===== src/rtl/keypad_event_encoder_pkg.sv =====
// Shared types and constants for the keypad event encoder and its consumers.
// Holds the FSM states, the scan-result kinds, the key-code map and the ALU opcodes.
package keypad_event_encoder_pkg;

  localparam int unsigned NUM_ROWS   = 4;
  localparam int unsigned NUM_COLS   = 4;
  localparam int unsigned KEY_CODE_W = 4;
  localparam int unsigned KEY_VAL_W  = 4;

  typedef enum logic [2:0] {
    ST_IDLE     = 3'd0,
    ST_DEBOUNCE = 3'd1,
    ST_PRESS    = 3'd2,
    ST_WAIT_REL = 3'd3,
    ST_REL_DB   = 3'd4
  } kp_state_e;

  typedef enum logic [1:0] {
    SCAN_NONE   = 2'd0,
    SCAN_SINGLE = 2'd1,
    SCAN_MULTI  = 2'd2
  } scan_kind_e;

  typedef enum logic [1:0] {
    KEY_NUM = 2'd0,
    KEY_OP  = 2'd1,
    KEY_CLR = 2'd2,
    KEY_EQ  = 2'd3
  } key_class_e;

  // Opcodes shared with the ALU and operator save logic.
  localparam logic [1:0] OPC_ADD = 2'b00;
  localparam logic [1:0] OPC_SUB = 2'b01;
  localparam logic [1:0] OPC_MUL = 2'b10;
  localparam logic [1:0] OPC_DIV = 2'b11;

  // Key codes are {row[1:0], col[1:0]}.
  localparam logic [3:0] KC_1   = 4'h0;
  localparam logic [3:0] KC_2   = 4'h1;
  localparam logic [3:0] KC_3   = 4'h2;
  localparam logic [3:0] KC_ADD = 4'h3;
  localparam logic [3:0] KC_4   = 4'h4;
  localparam logic [3:0] KC_5   = 4'h5;
  localparam logic [3:0] KC_6   = 4'h6;
  localparam logic [3:0] KC_SUB = 4'h7;
  localparam logic [3:0] KC_7   = 4'h8;
  localparam logic [3:0] KC_8   = 4'h9;
  localparam logic [3:0] KC_9   = 4'hA;
  localparam logic [3:0] KC_MUL = 4'hB;
  localparam logic [3:0] KC_CLR = 4'hC;
  localparam logic [3:0] KC_0   = 4'hD;
  localparam logic [3:0] KC_EQ  = 4'hE;
  localparam logic [3:0] KC_DIV = 4'hF;

  typedef struct packed {
    key_class_e            cls;
    logic [KEY_VAL_W-1:0]  val;
  } key_info_t;

  function automatic key_info_t key_decode(input logic [KEY_CODE_W-1:0] code);
    key_info_t k;
    k.cls = KEY_NUM;
    k.val = 4'h0;
    case (code)
      KC_1:   k.val = 4'd1;
      KC_2:   k.val = 4'd2;
      KC_3:   k.val = 4'd3;
      KC_4:   k.val = 4'd4;
      KC_5:   k.val = 4'd5;
      KC_6:   k.val = 4'd6;
      KC_7:   k.val = 4'd7;
      KC_8:   k.val = 4'd8;
      KC_9:   k.val = 4'd9;
      KC_0:   k.val = 4'd0;
      KC_ADD: begin k.cls = KEY_OP; k.val = {2'b00, OPC_ADD}; end
      KC_SUB: begin k.cls = KEY_OP; k.val = {2'b00, OPC_SUB}; end
      KC_MUL: begin k.cls = KEY_OP; k.val = {2'b00, OPC_MUL}; end
      KC_DIV: begin k.cls = KEY_OP; k.val = {2'b00, OPC_DIV}; end
      KC_CLR: k.cls = KEY_CLR;
      KC_EQ:  k.cls = KEY_EQ;
      default: k.cls = KEY_NUM;
    endcase
    return k;
  endfunction

endpackage


===== src/rtl/keypad_event_encoder_col_scanner.sv =====
// Column driver, row synchronizer and per-scan result encoder for a 4x4 keypad.
// Emits one scan_valid clock per full scan with kind none/single/multi and the single-key code.
module keypad_col_scanner
  import keypad_event_encoder_pkg::*;
#(
  parameter int unsigned SCAN_DIV = 1000
) (
  input  logic                  clk,
  input  logic                  resetn,
  input  logic [NUM_ROWS-1:0]   row,
  output logic [NUM_COLS-1:0]   col,
  output logic                  scan_valid,
  output scan_kind_e            scan_kind,
  output logic [KEY_CODE_W-1:0] scan_code
);

  localparam int unsigned DIV_W = (SCAN_DIV > 1) ? $clog2(SCAN_DIV) : 1;

  logic [NUM_ROWS-1:0]   row_meta;
  logic [NUM_ROWS-1:0]   row_sync;
  logic [DIV_W-1:0]      div_cnt;
  logic [1:0]            col_idx;
  logic [1:0]            hit_cnt;   // 2 means two or more keys seen this scan
  logic [KEY_CODE_W-1:0] hit_code;

  logic                  slot_end_c;
  logic [NUM_ROWS-1:0]   pressed_c;
  logic [2:0]            row_hits_c;
  logic [2:0]            sum_c;
  logic [1:0]            row_idx_c;
  logic [1:0]            hit_cnt_nxt_c;
  logic [KEY_CODE_W-1:0] hit_code_nxt_c;

  always_ff @(posedge clk or negedge resetn) begin
    if (!resetn) begin
      row_meta <= '1;
      row_sync <= '1;
    end else begin
      row_meta <= row;
      row_sync <= row_meta;
    end
  end

  assign slot_end_c = (div_cnt == DIV_W'(SCAN_DIV - 1));

  // Fold the current column's rows into the running per-scan tally.
  always_comb begin
    pressed_c  = ~row_sync;
    row_hits_c = 3'(pressed_c[0]) + 3'(pressed_c[1]) + 3'(pressed_c[2]) + 3'(pressed_c[3]);
    row_idx_c  = 2'd0;
    for (int r = NUM_ROWS - 1; r >= 0; r--) begin
      if (pressed_c[r]) row_idx_c = 2'(r);
    end
    sum_c          = 3'(hit_cnt) + row_hits_c;
    hit_cnt_nxt_c  = (sum_c >= 3'd2) ? 2'd2 : sum_c[1:0];
    hit_code_nxt_c = ((hit_cnt == 2'd0) && (row_hits_c == 3'd1)) ? {row_idx_c, col_idx} : hit_code;
  end

  always_ff @(posedge clk or negedge resetn) begin
    if (!resetn) begin
      div_cnt    <= '0;
      col_idx    <= 2'd0;
      col        <= 4'b1110;
      hit_cnt    <= 2'd0;
      hit_code   <= '0;
      scan_valid <= 1'b0;
      scan_kind  <= SCAN_NONE;
      scan_code  <= '0;
    end else begin
      scan_valid <= 1'b0;
      if (slot_end_c) begin
        div_cnt <= '0;
        col_idx <= col_idx + 2'd1;
        col     <= {col[NUM_COLS-2:0], col[NUM_COLS-1]};
        if (col_idx == 2'd3) begin
          hit_cnt    <= 2'd0;
          hit_code   <= '0;
          scan_valid <= 1'b1;
          scan_code  <= hit_code_nxt_c;
          if (hit_cnt_nxt_c == 2'd0)      scan_kind <= SCAN_NONE;
          else if (hit_cnt_nxt_c == 2'd1) scan_kind <= SCAN_SINGLE;
          else                            scan_kind <= SCAN_MULTI;
        end else begin
          hit_cnt  <= hit_cnt_nxt_c;
          hit_code <= hit_code_nxt_c;
        end
      end else begin
        div_cnt <= div_cnt + DIV_W'(1);
      end
    end
  end

endmodule


===== src/rtl/keypad_event_encoder.sv =====
// 4x4 keypad front end: debounces scan results and emits one key-event pulse per press.
// Chords and bounce are rejected; a key must be released for DB_SCANS scans before the next event.
module keypad_event_encoder
  import keypad_event_encoder_pkg::*;
#(
  parameter int unsigned SCAN_DIV = 1000,
  parameter int unsigned DB_SCANS = 4
) (
  input  logic                 clk,
  input  logic                 resetn,
  input  logic [NUM_ROWS-1:0]  row,
  output logic [NUM_COLS-1:0]  col,
  output logic                 num,
  output logic                 OP,
  output logic                 C,
  output logic                 EQ,
  output logic [KEY_VAL_W-1:0] key_val
);

  localparam int unsigned DB_W = $clog2(DB_SCANS + 1);

  logic                  scan_valid;
  scan_kind_e            scan_kind;
  logic [KEY_CODE_W-1:0] scan_code;

  kp_state_e             state, state_nxt;
  logic [DB_W-1:0]       dbcnt, dbcnt_nxt;
  logic [KEY_CODE_W-1:0] code_q, code_nxt;
  logic                  num_nxt, op_nxt, c_nxt, eq_nxt;
  logic [KEY_VAL_W-1:0]  key_val_nxt;
  logic [DB_W-1:0]       dbcnt_inc_c;
  logic                  db_done_c;
  key_info_t             info_c;

  keypad_col_scanner #(
    .SCAN_DIV (SCAN_DIV)
  ) u_scanner (
    .clk        (clk),
    .resetn     (resetn),
    .row        (row),
    .col        (col),
    .scan_valid (scan_valid),
    .scan_kind  (scan_kind),
    .scan_code  (scan_code)
  );

  assign dbcnt_inc_c = dbcnt + DB_W'(1);
  assign db_done_c   = (dbcnt_inc_c == DB_W'(DB_SCANS));

  always_ff @(posedge clk or negedge resetn) begin
    if (!resetn) begin
      state   <= ST_IDLE;
      dbcnt   <= '0;
      code_q  <= '0;
      num     <= 1'b0;
      OP      <= 1'b0;
      C       <= 1'b0;
      EQ      <= 1'b0;
      key_val <= '0;
    end else begin
      state   <= state_nxt;
      dbcnt   <= dbcnt_nxt;
      code_q  <= code_nxt;
      num     <= num_nxt;
      OP      <= op_nxt;
      C       <= c_nxt;
      EQ      <= eq_nxt;
      key_val <= key_val_nxt;
    end
  end

  always_comb begin
    state_nxt   = state;
    dbcnt_nxt   = dbcnt;
    code_nxt    = code_q;
    key_val_nxt = key_val;
    num_nxt     = 1'b0;
    op_nxt      = 1'b0;
    c_nxt       = 1'b0;
    eq_nxt      = 1'b0;

    case (state)
      ST_IDLE: begin
        if (scan_valid && (scan_kind == SCAN_SINGLE)) begin
          code_nxt  = scan_code;
          dbcnt_nxt = DB_W'(1);
          state_nxt = (DB_SCANS == 1) ? ST_PRESS : ST_DEBOUNCE;
        end
      end
      ST_DEBOUNCE: begin
        if (scan_valid) begin
          if ((scan_kind == SCAN_SINGLE) && (scan_code == code_q)) begin
            dbcnt_nxt = dbcnt_inc_c;
            if (db_done_c) state_nxt = ST_PRESS;
          end else begin
            state_nxt = ST_IDLE;
          end
        end
      end
      ST_PRESS: state_nxt = ST_WAIT_REL;
      ST_WAIT_REL: begin
        if (scan_valid && (scan_kind == SCAN_NONE)) begin
          dbcnt_nxt = DB_W'(1);
          state_nxt = (DB_SCANS == 1) ? ST_IDLE : ST_REL_DB;
        end
      end
      ST_REL_DB: begin
        if (scan_valid) begin
          if (scan_kind == SCAN_NONE) begin
            dbcnt_nxt = dbcnt_inc_c;
            if (db_done_c) state_nxt = ST_IDLE;
          end else begin
            state_nxt = ST_WAIT_REL;
          end
        end
      end
      default: state_nxt = ST_IDLE;
    endcase

    // Event registers load on PRESS entry so the pulse coincides with the PRESS clock.
    info_c = key_decode(code_nxt);
    if (state_nxt == ST_PRESS) begin
      num_nxt     = (info_c.cls == KEY_NUM);
      op_nxt      = (info_c.cls == KEY_OP);
      c_nxt       = (info_c.cls == KEY_CLR);
      eq_nxt      = (info_c.cls == KEY_EQ);
      key_val_nxt = info_c.val;
    end
  end

endmodule


===== config.mk =====
export PLATFORM = sky130hd
export DESIGN_NAME = keypad_event_encoder
export DESIGN_NICKNAME = d
export VERILOG_FILES = /design/src/rtl/keypad_event_encoder_pkg.sv /design/src/rtl/keypad_event_encoder_col_scanner.sv /design/src/rtl/keypad_event_encoder.sv
export SDC_FILE = /design/constraint.sdc
export NUM_CORES = 1
export LEC_CHECK = 0
export CORE_MARGIN = 2
export CORE_UTILIZATION = 45
export CTS_BUF_LIST = sky130_fd_sc_hd__clkbuf_8
export DETAILED_ROUTE_END_ITERATION = 16
export SLEW_MARGIN = 10
export SYNTH_ARGS = -nofsm -noshare
export SYNTH_HDL_FRONTEND = slang
export SYNTH_SLANG_ARGS = --single-unit

===== constraint.sdc =====
create_clock -name clk -period 7.1 [get_ports clk]
set_clock_uncertainty 0.05 [all_clocks]
set_input_delay 1.42 -clock clk [delete_from_list [all_inputs] [get_ports clk]]
set_output_delay 1.42 -clock clk [all_outputs]
set_load 0.005 [all_outputs]

==> Yosys cells after proc, flatten, opt, wreduce, memory -nomap -nowiden <==
Index checks and enable logic that the tools add are counted.
{ "word_totals": {"register_bits": 55, "latch_bits": 0, "mem_bits_rw": 0, "rom_bits": 0, "inputBits": 6, "out_inout_bits": 12, "wordCells": 116, "mem_count": 0} }
{ "op_classes": {"addsub": 7, "multipliers": 0, "div": 0, "magnitude_cmp": 1, "n_eq_ne": 35, "n_shift": 0, "n_mux": 37, "bitwise_logic": 1, "reduce_logical": 17} }
{ "ops": {"columns": ["cell", "n"], "rows": [
  ["two-way mux 3 bit", 14],
  ["case mux 4 bit (9 select lines)", 1],
  ["equality test 4 bit (second input constant)", 7],
  ["equality test 4 x 3 -> 1 bit (second input constant)", 4],
  ["two-way mux 2 bit", 8],
  ["two-way mux 4 bit", 4],
  ["case mux 3 bit (5 select lines)", 1],
  ["case mux 3 bit (4 select lines)", 1],
  ["adder 10 x 1 -> 10 bit (second input constant)", 1],
  ["equality test 10 bit (second input constant)", 1],
  ["two-way mux 10 bit", 1],
  ["equality test 3 x 2 -> 1 bit (second input constant)", 3],
  ["equality test 4 x 2 -> 1 bit (second input constant)", 2],
  ["logical NOT 2 bit", 4],
  ["inequality test 2 bit (second input constant)", 4],
  ["AND reduction 7 bit", 1],
  ["adder 3 x 1 -> 3 bit", 2],
  ["equality test 2 x 1 -> 1 bit (second input constant)", 3],
  ["equality test 2 bit (second input constant)", 3],
  ["equality test 3 x 1 -> 1 bit (second input constant)", 2],
  ["equality test 3 bit (second input constant)", 2],
  ["two-way mux 1 bit", 6],
  ["case mux 2 bit (3 select lines)", 1],
  ["OR reduction 2 bit", 3],
  ["other kinds (15)", 19]
]} }

==> Logic depth before layout (Yosys ltp) <==
Gate-level depths: netlist of run 1.
{ "logic_depth": {"ltp_word": 10, "mapped_depth": 11, "depth_no_buf": 11} }

==> Cells and area by module <==
Synthesis of run 1 repeated with hierarchy kept, for this count alone.
{ "unflattened": {"hier_cells": 289, "hier_area_um2": 2959.1} }
{ "modules_own_cells": {"columns": ["module", "instances", "cells_each", "area_each_um2"], "rows": [
  ["keypad_col_scanner", 1, 150, 1652.8],
  ["keypad_event_encoder", 1, 139, 1306.3]
]} }

==> Least setup slack after synthesis of run 1 <==
No wires, ideal clock.
{ "synth_path": {"path_kind": "register -> register", "start": "register u_scanner.row_sync[0]", "end": "register u_scanner.scan_code[0]", "setup_ns": 0.123, "arrival_ns": 2.663, "required_ns": 6.927, "path_slack_ns": 4.264, "path_stages_with_launch": 12, "n_path_buf": 0, "cell_sequence": "dfstp_2 > inv_1 > ha_1 > inv_1 > fa_1 > inv_1 > ha_1 > or4_1 > nor2_1 > nor2b_1 > a211oi_1 > nor2_1"} }
{ "synth_via": {"elab_chain_cells": 7} }
{ "synth_lines": {"columns": ["element", "line_no", "rtl"], "rows": [
  ["from (decl)", "keypad_event_encoder_col_scanner.sv:20", "logic [NUM_ROWS-1:0] row_sync;"],
  ["from (signal assigned)", "keypad_event_encoder_col_scanner.sv:40", "row_sync <= row_meta;"],
  ["NOT 4 bit", "keypad_event_encoder_col_scanner.sv:48", "pressed_c = ~row_sync;"],
  ["adder 1 x 1 -> 2 bit", "keypad_event_encoder_col_scanner.sv:49", "row_hits_c = 3'(pressed_c[0]) + 3'(pressed_c[1]) + 3'(pressed_c[2]) + 3'(pressed_c[3]);"],
  ["adder 3 x 1 -> 3 bit (2 in series)", "keypad_event_encoder_col_scanner.sv:49", null],
  ["equality test 3 x 1 -> 1 bit", "keypad_event_encoder_col_scanner.sv:56", "hit_code_nxt_c = ((hit_cnt == 2'd0) && (row_hits_c == 3'd1)) ? {row_idx_c, col_idx} : hit_code;"],
  ["logical AND 1 bit", "keypad_event_encoder_col_scanner.sv:56", null],
  ["two-way mux 4 bit", "keypad_event_encoder_col_scanner.sv:56", null],
  ["to (signal assigned)", "keypad_event_encoder_col_scanner.sv:79", "scan_code <= hit_code_nxt_c;"],
  ["to (decl)", "keypad_event_encoder_col_scanner.sv:14", "output logic [KEY_CODE_W-1:0] scan_code"]
]} }
No other way between the ends.
A chain may end at the register's enable or synchronous reset.

==> Worst setup path after layout of run 1 <==
{ "layout_path": {"start": "register u_scanner.row_sync[0]", "end": "register u_scanner.scan_code[2]"} }
{ "layout_via": {"elab_chain_cells": 7, "elab_cells_between_ends": 8, "cone_classes": "3 x add/sub; 1 x eq/ne; 2 x mux; 1 x bitwise; 1 x reduce/logical"} }
{ "layout_lines": {"columns": ["element", "line_no"], "rows": [
  ["NOT 4 bit (*)", "keypad_event_encoder_col_scanner.sv:48"],
  ["adder 1 x 1 -> 2 bit", "keypad_event_encoder_col_scanner.sv:49"],
  ["adder 3 x 1 -> 3 bit (2 in series)", "keypad_event_encoder_col_scanner.sv:49"],
  ["equality test 3 x 1 -> 1 bit", "keypad_event_encoder_col_scanner.sv:56"],
  ["logical AND 1 bit", "keypad_event_encoder_col_scanner.sv:56"],
  ["two-way mux 4 bit (*)", "keypad_event_encoder_col_scanner.sv:56"]
]} }
Mark *: on every way between the ends. The rest lies on a longest branch, timed or not.

==> flow_summary.yaml, run 1 <==
status:
  outcome: "complete, no violations"
finish:
  drive_above_1_share: 0.113
  regArea_um2: 1390
  fin_area_um2: 3120
  antenna_cells: 0
  nets: 305
  multi_input_area_um2: 1320
  nFillCells: 559
  fin_util: 0.518
  area_growth_pct: 9.82
synth:
  synth_top_cell_by_area: "dfrtp_1"
  synth-edff-count: 0
  yosys.cell_count.top_type: "dfrtp_1"
  synth.avg_cell_area_um2: 10.2
  synth_warnings: 0
  async_flop_share: 1.00
  synthFlopType: "dfrtp_1"
  ys_seq_area_frac: 0.489
  synth.area.top_cells: "dfrtp_1, dfstp_2, nand2_1"
  netlist_instances: 279
  synthTopCellsByCount: "dfrtp_1, nand2_1, nor2_1, o21ai_0, inv_1"
  synth_top_area_frac: 0.387
  yosysUniqueCellTypes: 53
  synth_nets: 294
  netlist_area_um2: 2840
  ys_ff_latch: 55
clock_tree:
  ctsResizeCount: 0
  clk_latency_ps: 300
  clk_pin_slew_ps: 80
  cts_made_buffers: 5
  clock_sinks: 55
  clockBufferDepth: 2
  cts_tree: "done"
  cts_setup_buffers: 0
  ctsHoldBuffers: 0
  htree_levels: 2
  cts_root_buf: "clkbuf_8"
global_route:
  grt_max_degree: 56
  grt_pass1_vias: 1884
  overflow: 0
  antenna_found_initial: 0
  grt_pass1_wl_um: 8690
  grt_usage: 0.150
run:
  maxCapViolations: 0
pwr:
  power_density_nw_per_um2: 164
  p_leak_uw: 0.00138
  clockPowerShare: 0.335
  switching_share: 0.215
  pwr-share-comb: 0.042
  seqPwrFrac: 0.622
  p_switching_uw: 110
  irDropWorstVdd_v: 0.000105
  power.internal_uw: 402
sta:
  tns_ps: 0
  rsz0062_at_grt: "no"
  slew_violations: 0
  tightest_slew_ps: 700
  min_period_ps: 3040
  hold_viol: 0
  fin_crit_sh: 0.428
  setup_viol: 0
  max_clock_freq_mhz: 329
  max-slew-margin-rel: 0.532
critical_path:
  r2r-start: "u_scanner.row_sync[0]$_DFF_PN1_"
  critPathMaxFanout: 8
  r2r_end: "u_scanner.scan_code[2]$_DFFE_PN0P_"
  worstSetupStartpoint: "u_scanner.row_sync[0]$_DFF_PN1_"
  worst_setup_path_start_kind: "register"
  r2r_cells: 10
  r2r_slack_ps: 4060
  cp_data_required_time_ps: 7230
  cp.arrival_ps: 3170
  end_kind: "register"
  critPathKind: "register to register"
route:
  dr_wl_met3_um: 115
  routed.top_layer: "met4"
  vias_per_cell: 5.22
  wl_met2_um: 2250
  firstDrtPassIters: 4
  drt-met1-wl_um: 2390
  wl_um: 4810
  wl_per_cell_um: 13.1
  drt_iter0_drc: 61
  vias: 1911
  ant_nets: 0
  drc: 0
min_path:
  whs_path_depth: 0
  holdPathEnd: "u_scanner.row_sync[1]$_DFF_PN1_"
  hp-start: "u_scanner.row_meta[1]$_DFF_PN1_"
  hold_class: "register to register"
die:
  rows: 28
  core-area_um2: 6030
  die_area_um2: 6970
  initial_core_util: 0.472
  die_w_um: 83.5
  die_height_um: 83.5
  io_pins: 18
placement:
  place_area_um2: 3030
  io_buffers: 17
  place_congestion: 0.764
  hpwl_um: 3250
-- per-stage QoR --
step	hold WS (ps)	power, µW	std cells	worst slack (ps)
finish	309	512	366	4060
global route	314	536	366	3850
CTS	310	521	366	4020
detailed placement	297	347	358	4050
global placement	296	346	358	4110
floorplan	295	335	279	4260
-- power by group through the flow --
stage	clock (µW)	sequential, µW	combinational (µW)
global placement	0	324	22.2
detailed placement	0	324	22.7
floorplan	0	324	10.7
finish	172	318	21.7
global route	192	319	25.8
CTS	180	318	22.9
-- layer usage --
| layer | GRT usage | vias up |
|---|---|---|
| li1 | - | 983 |
| met1 | 0.203 | 896 |
| met4 | 0.0513 | 0 |
| met3 | 0.0237 | 5 |
| met5 | 0 | - |
| met2 | 0.246 | 27 |
-- worst max-delay path: stages, from the launching register on --
cell and delay [ps]:
dfstp_2 520, inv_1 50, ha_1 270, inv_1 50, fa_1 410, inv_1 70
ha_1 250, or4_1 400, nor2_1 440, mux2i_1 290, o21ai_0 110
-- placed cells by master, fill, tap and decap left out, types with 2 or more instances in the layout --
cell / Yosys / routed
or4_1: 2 / 2
clkdlybuf4s50_1: 0 / 16
nand3_1: 6 / 6
clkbuf_8: 0 / 6
ha_1: 7 / 7
nor2b_1: 6 / 6
nor2_1: 21 / 21
o22ai_1: 2 / 2
a21boi_0: 2 / 2
dfrtp_1: 44 / 44
buf_4: 1 / 2
xor2_1: 4 / 4
nor3_1: 4 / 4
nand4_1: 2 / 2
o21ai_0: 15 / 15
nand2_1: 38 / 38
o31ai_1: 7 / 7
inv_1: 14 / 15
mux2i_1: 12 / 12
a31oi_1: 4 / 4
nand3b_1: 3 / 3
nor4bb_1: 2 / 2
or3_1: 3 / 3
xnor2_2: 2 / 2
mux2_2: 4 / 4
xnor2_1: 8 / 8
mux2_4: 2 / 2
a21oi_1: 9 / 9
a211oi_1: 3 / 3
o31a_1: 2 / 2
dfstp_2: 11 / 11
fa_1: 2 / 2
nand2b_1: 6 / 6
-- cells by family (layout without fill, tap and decap cells) --
kind of cell,Yosys count,count (layout),share of synthesized area
muxes,18,18,0.0687
adders and majority gates,9,9,0.0449
buffers and inverters,29,41,0.0484
AOI/OAI and AO/OA,52,52,0.121
and+or+nand+nor,102,102,0.180
xor gates and xnor gates,14,14,0.0484
DFF,55,55,0.489
-- sequential cells by signal (all words and copies together) (netlist names) --
signal                count
EQ                        1
u_scanner.scan_kind       2
dbcnt                     3
state                     3
num                       1
key_val                   4
u_scanner.row_sync        4
OP                        1
u_scanner.hit_code        4
C                         1
u_scanner.col_idx         2
u_scanner.div_cnt        10
u_scanner.scan_valid      1
u_scanner.row_meta        4
u_scanner.hit_cnt         2
u_scanner.col             4
code_q                    4
u_scanner.scan_code       4
-- worst max-delay path by stage --
| stage | to |
|---|---|
| finish | u_scanner.scan_code[2]$_DFFE_PN0P_ |
| global route | u_scanner.scan_code[2]$_DFFE_PN0P_ |
| CTS | u_scanner.scan_code[2]$_DFFE_PN0P_ |
| detailed placement | u_scanner.scan_code[2]$_DFFE_PN0P_ |
| global placement | u_scanner.scan_code[0]$_DFFE_PN0P_ |
| floorplan | u_scanner.scan_code[0]$_DFFE_PN0P_ |
-- final cells by class --
type                    instances  share of cell area
repair buffers                 19              0.0577
clock inverters                 2             0.00240
flip-flops and latches         55               0.445
clock buffers                   6              0.0265
inverters                      14              0.0168
well taps                      75              0.0301
multi-input cells             195               0.421
No activity file was read; power rests on OpenSTA's default activity.
==> run 2: changes to the inputs <==
--- a/config.mk
+++ b/config.mk
@@ -9,6 +9,7 @@
 export CORE_UTILIZATION = 45
 export CTS_BUF_LIST = sky130_fd_sc_hd__clkbuf_8
 export DETAILED_ROUTE_END_ITERATION = 16
+export PLACE_DENSITY = 0.66
 export SLEW_MARGIN = 10
 export SYNTH_ARGS = -nofsm -noshare
 export SYNTH_HDL_FRONTEND = slang
==> constraint.sdc (replaced) <==
create_clock -name clk -period 2.6 [get_ports clk]
set_clock_uncertainty 0.05 [all_clocks]
set_input_delay 0.52 -clock clk [delete_from_list [all_inputs] [get_ports clk]]
set_output_delay 0.52 -clock clk [all_outputs]
set_load 0.005 [all_outputs]
==> run 2 against run 1 <==
- the run now ends with negative setup slack left
- design area increased by 4.6%
- non-clock buffer count is 6 higher
- critical path depth grew 1
==> flow_summary.yaml, run 2 (synthesized netlist as in run 1, its figures left out) <==
min_path:
  hold_class: "input port to asynchronous set/reset pin"
critical_path:
  cp_data_required_time_ps: 2760
  critPathMaxFanout: 2
  end_kind: "register"
  critPathKind: "register to register"
  cp.arrival_ps: 2810
  r2r_cells: 11
  worst_setup_path_start_kind: "register"
finish:
  drive_above_1_share: 0.212
  final_common_cell: "dfrtp_1"
  antenna_cells: 0
  top_register: "u_scanner.div_cnt"
  nFillCells: 571
  largest_register_ffs: 10
  nets: 311
  area_growth_pct: 14.8
  fin_area_um2: 3260
  fin_util: 0.542
  final_cells: 372
  mostFrequentLayoutCells: "dfrtp_1, nand2_1, nor2_1, clkdlybuf4s50_1"
route:
  drc: 0
  drt_iter0_drc: 135
  vias: 1988
  vias_per_cell: 5.34
  wl_um: 4880
  firstDrtPassIters: 4
  ant_nets: 0
  wl_per_cell_um: 13.1
pwr:
  pwr-share-comb: 0.067
  clockPowerShare: 0.326
  power.internal_uw: 1100
  seqPwrFrac: 0.607
  p_leak_uw: 0.00140
  p_switching_uw: 335
  switching_share: 0.234
  power_density_nw_per_um2: 439
  irDropWorstVdd_v: 0.000354
clock_tree:
  clk_latency_ps: 300
  cts_made_buffers: 5
  clockBufferDepth: 2
  cts_tree: "done"
  htree_levels: 2
  clock_sinks: 55
  cts_root_buf: "clkbuf_8"
  ctsHoldBuffers: 0
  clk_pin_slew_ps: 100
die:
  die_height_um: 83.5
  rows: 28
  die_area_um2: 6970
  io_pins: 18
  die_w_um: 83.5
  core-area_um2: 6030
  initial_core_util: 0.472
sta:
  setup_viol: 6
  slew_violations: 0
  max-slew-margin-rel: 0.551
  worst_slack_ps: -45.7
  max_clock_freq_mhz: 378
  fin_crit_sh: 1.02
  min_period_ps: 2650
  rsz0062_at_grt: "yes"
  tightest_slew_ps: 674
  hold_viol: 0
global_route:
  grt_pass1_wl_um: 8930
  grt_pass1_vias: 2035
  met2_usage: 0.267
  antenna_found_initial: 0
  grt_util_met3: 0.0297
  grt_busiest_layer: "met2"
  overflow: 0
  grt_usage: 0.154
  grt_max_degree: 56
  met1_usage: 0.197
placement:
  hpwl_um: 3350
  io_buffers: 17
  place_area_um2: 3100
  place_inst: 362
  pre_cts_slack_ps: -107
  place_congestion: 0.807
status:
  outcome: "complete, but fails checks"
  failed_checks: "negative setup slack"
run:
  maxCapViolations: 0
run 2: area by class of cell:
class,count,area (µm²),area share
Clock inverter,3,20.0,0.00613
Timing Repair Buffer,25,225,0.0690
Clock buffer,5,68.8,0.0211
Sequential cell,55,1390,0.426
Tap cell,75,93.8,0.0287
Multi-Input combinational cell,195,1410,0.433
Inverter,14,52.6,0.0161
run 2: what timing repair did:
item                       in CTS  in global routing
pin swaps                       2                  5
gates resized for setup         7                 11
setup endpoints to repair      11                 12
setup buffers                   1                  1
run 2: power groups by stage:
stage          Combinational (µW)  Sequential, µW  Clock, µW
6_report                     96.2             870        467
5_1_grt                       108             871        524
4_1_cts                      87.4             870        496
3_5_place_dp                 82.6             886          0
3_3_place_gp                 81.0             886          0
2_1_floorplan                42.0             886          0
run 2: worst paths after layout:
path	endpoint	slack (ps)	start
setup / recovery	u_scanner.hit_cnt[0]$_DFFE_PN0N_	-50	u_scanner.row_sync[1]$_DFF_PN1_
hold / removal	OP$_DFF_PN0_	270	resetn
setup reg to reg	u_scanner.hit_cnt[0]$_DFFE_PN0N_	-50	u_scanner.row_sync[1]$_DFF_PN1_
hold reg to reg	u_scanner.row_sync[1]$_DFF_PN1_	310	u_scanner.row_meta[1]$_DFF_PN1_
max in group asynchronous	u_scanner.col_idx[1]$_DFFE_PN0N_	1780	resetn
min in group clk	u_scanner.row_sync[1]$_DFF_PN1_	310	u_scanner.row_meta[1]$_DFF_PN1_
run 2: stage by stage:
| step | total power (µW) | hold slack (ps) | TNS, ps |
|---|---|---|---|
| after floorplan | 928 | 174 | -20.6 |
| final | 1430 | 272 | -93.9 |
| after global placement | 967 | 296 | -103 |
| after CTS | 1450 | 301 | -180 |
| after detailed placement | 969 | 298 | -399 |
| after global routing | 1500 | 316 | -1250 |
run 2: per-layer routing:
metal,vias to the layer above,share of wire
met3,5,0.029
met4,0,0.0094
met1,964,0.46
met2,29,0.50
met5,-,0
li1,990,-
run 2: worst max-delay path: stages, from the launching register on:
cell	delay, ps
dfstp_2	540
inv_2	50
ha_4	250
inv_2	30
fa_2	530
inv_2	50
ha_4	150
fa_2	370
xor2_2	150
nor2_2	130
nand2_2	70
o31ai_2	180
==> run 3: changes to the inputs <==
--- a/config.mk
+++ b/config.mk
@@ -5,6 +5,7 @@
 export SDC_FILE = /design/constraint.sdc
 export NUM_CORES = 1
 export LEC_CHECK = 0
+export ABC_AREA = 1
 export CORE_MARGIN = 2
 export CORE_UTILIZATION = 45
 export CTS_BUF_LIST = sky130_fd_sc_hd__clkbuf_8
==> run 3 against run 2 <==
- the run still ends with negative setup slack left
- non-clock buffer count is the same
- design area shrank 3.6%
- cell count grew 13%
- critical endpoint is now u_scanner.scan_kind[0]$_DFFE_PN0P_
- largest cell class is now sequential cells
==> flow_summary.yaml, run 3 <==
status:
  outcome: "complete, but fails checks"
  failed_checks: "negative setup slack"
sta:
  setup_viol: 2
  max-slew-margin-rel: 0.633
  rsz0062_at_grt: "yes"
  worst_slack_ps: -52.8
  slew_violations: 0
  min_period_ps: 2650
  tightest_slew_ps: 547
  fin_crit_sh: 1.02
  hold_viol: 0
  max_clock_freq_mhz: 377
die:
  initial_core_util: 0.465
  die_height_um: 82.0
  io_pins: 18
  die_w_um: 82.0
  die_area_um2: 6720
  rows: 28
  core-area_um2: 5890
global_route:
  grt_usage: 0.162
  overflow: 0
  grt_pass1_wl_um: 8440
  grt_max_degree: 22
  grt_pass1_vias: 1949
  antenna_found_initial: 0
pwr:
  pwr-share-comb: 0.061
  switching_share: 0.225
  seqPwrFrac: 0.620
  irDropWorstVdd_v: 0.000283
  power.internal_uw: 1090
  clockPowerShare: 0.318
  power_density_nw_per_um2: 446
  p_switching_uw: 316
  p_leak_uw: 0.00149
synth:
  synth_xor_area_frac: 0.00961
  synth_top_area_frac: 0.403
  synthFlopType: "dfrtp_1"
  synthTopCellsByCount: "nand2_1, dfrtp_1, inv_1, nor2_1, nand3_1"
  synth-edff-count: 0
  synth_nets: 330
  yosys.cell_count.top_type: "nand2_1"
  synth_top_family_by_area: "simple AND/OR/NAND/NOR gates"
  synth.area.top_cells: "dfrtp_1, nand2_1, dfstp_2"
  synth_compound_area_frac: 0.0974
  synth.avg_cell_area_um2: 8.68
  ys_ff_latch: 55
  netlist_instances: 315
  yosysUniqueCellTypes: 34
  synth_mux_area_frac: 0.00732
  async_flop_share: 1.00
  netlist_area_um2: 2740
  synth_warnings: 0
  ys_seq_area_frac: 0.508
  synth-simple-area-share: 0.260
  synth_top_cell_by_area: "dfrtp_1"
  synthAdderAreaFrac: 0.0467
clock_tree:
  clk_pin_slew_ps: 100
  htree_levels: 2
  cts_root_buf: "clkbuf_8"
  cts_tree: "done"
  clock_sinks: 55
  cts_made_buffers: 5
  clockBufferDepth: 2
  clk_latency_ps: 300
finish:
  nets: 358
  antenna_cells: 0
  top_register: "u_scanner.div_cnt"
  fin_util: 0.535
  final_cells: 419
  area_growth_pct: 15.1
  final_common_cell: "nand2_1"
  nFillCells: 568
  drive_above_1_share: 0.183
  largest_register_ffs: 10
  mostFrequentLayoutCells: "nand2_1, dfrtp_1, inv_1, nor2_1, nand3_1"
route:
  ant_nets: 0
  drc: 0
  firstDrtPassIters: 4
  wl_um: 4800
  vias: 2065
  vias_per_cell: 4.93
  wl_per_cell_um: 11.5
  drt_iter0_drc: 60
run:
  maxCapViolations: 0
critical_path:
  cp.arrival_ps: 2850
  worst_setup_path_start_kind: "register"
  end_kind: "register"
  critPathMaxFanout: 3
  cp_data_required_time_ps: 2800
  critPathKind: "register to register"
placement:
  place_congestion: 0.801
  place_inst: 408
  hpwl_um: 3520
  io_buffers: 17
min_path:
  hold_class: "input port to asynchronous set/reset pin"
==> run 3: path summary, 6_finish.rpt <==
kind,start,slack (ps),cells after the start,to
max,u_scanner.row_sync[0]$_DFF_PN1_,-50,12,u_scanner.scan_kind[0]$_DFFE_PN0P_
min,resetn,50,1,state[1]$_DFF_PN0_
max reg2reg,u_scanner.row_sync[0]$_DFF_PN1_,-50,12,u_scanner.scan_kind[0]$_DFFE_PN0P_
min reg2reg,u_scanner.row_meta[2]$_DFF_PN1_,310,0,u_scanner.row_sync[2]$_DFF_PN1_
max in group asynchronous,resetn,1800,2,u_scanner.col[2]$_DFFE_PN1N_
min in group clk,u_scanner.row_meta[2]$_DFF_PN1_,310,0,u_scanner.row_sync[2]$_DFF_PN1_
==> run 3: metal layers <==
metal / share of wire / GRT usage / wire length, µm
met2: 0.47 / 0.276 / 2270
met3: 0.037 / 0.0363 / 177
met4: 0.021 / 0.0583 / 99
met1: 0.47 / 0.203 / 2260
met5: 0 / 0 / 0
==> run 3: area by class of cell <==
type / count / area, µm² / area share
Inverter: 41 / 154 / 0.0489
Sequential cell: 55 / 1390 / 0.442
Timing Repair Buffer: 25 / 225 / 0.0716
Tap cell: 75 / 93.8 / 0.0298
Multi-Input combinational cell: 215 / 1200 / 0.382
Clock inverter: 3 / 12.5 / 0.00398
Clock buffer: 5 / 68.8 / 0.0219
==> run 3: worst max-delay path: stages (launching register included) <==
cell and delay (ps):
dfstp_2 550, inv_2 50, ha_4 250, inv_2 30, fa_1 500, inv_1 50, ha_2 180, fa_2 340
xor2_1 150, nor2_1 170, nand2_1 100, nand2_1 70, o21a_1 110
==> run 3: kinds of logic (layout without fill, tap and decap cells) <==
family	after synthesis	after routing
AO/OA/AOI/OAI	42	42
adder cells (fa/ha/maj)	9	9
AND/OR/NAND/NOR	159	159
buffers and inverters	45	74
multiplexers	2	2
XOR/XNOR	3	3
flip-flops	55	55
==> run 3: per-stage QoR <==
step                      hold slack (ps)  TNS [ps]  worst slack [ps]  area, µm²  power [µW]
final                                53.3     -54.9             -52.8       3150        1400
after global routing                 61.3      -361              -162       3150        1470
after CTS                            56.1     -57.0             -52.6       3130        1420
after global placement                295     -44.9             -32.2       3000         949
after floorplan                       174         0              30.3       2740         915
after detailed placement              297      -291              -108       3000         952
==> run 3: timing repair <==
item,4_1_cts,5_1_grt
setup buffers,3,0
hold buffers,0,0
hold endpoints to repair,0,0
endpoints found under the setup margin,5,9
pin swaps,8,4
gates resized for setup,5,5
==> run 3: power by group through the flow <==
stage	sequential, µW	clock [µW]	combinational, µW
after floorplan	885	0	29.6
after global placement	886	0	63.9
final	870	446	86.2
after detailed placement	886	0	66.1
after CTS	870	466	80.0
after global routing	871	503	98.7
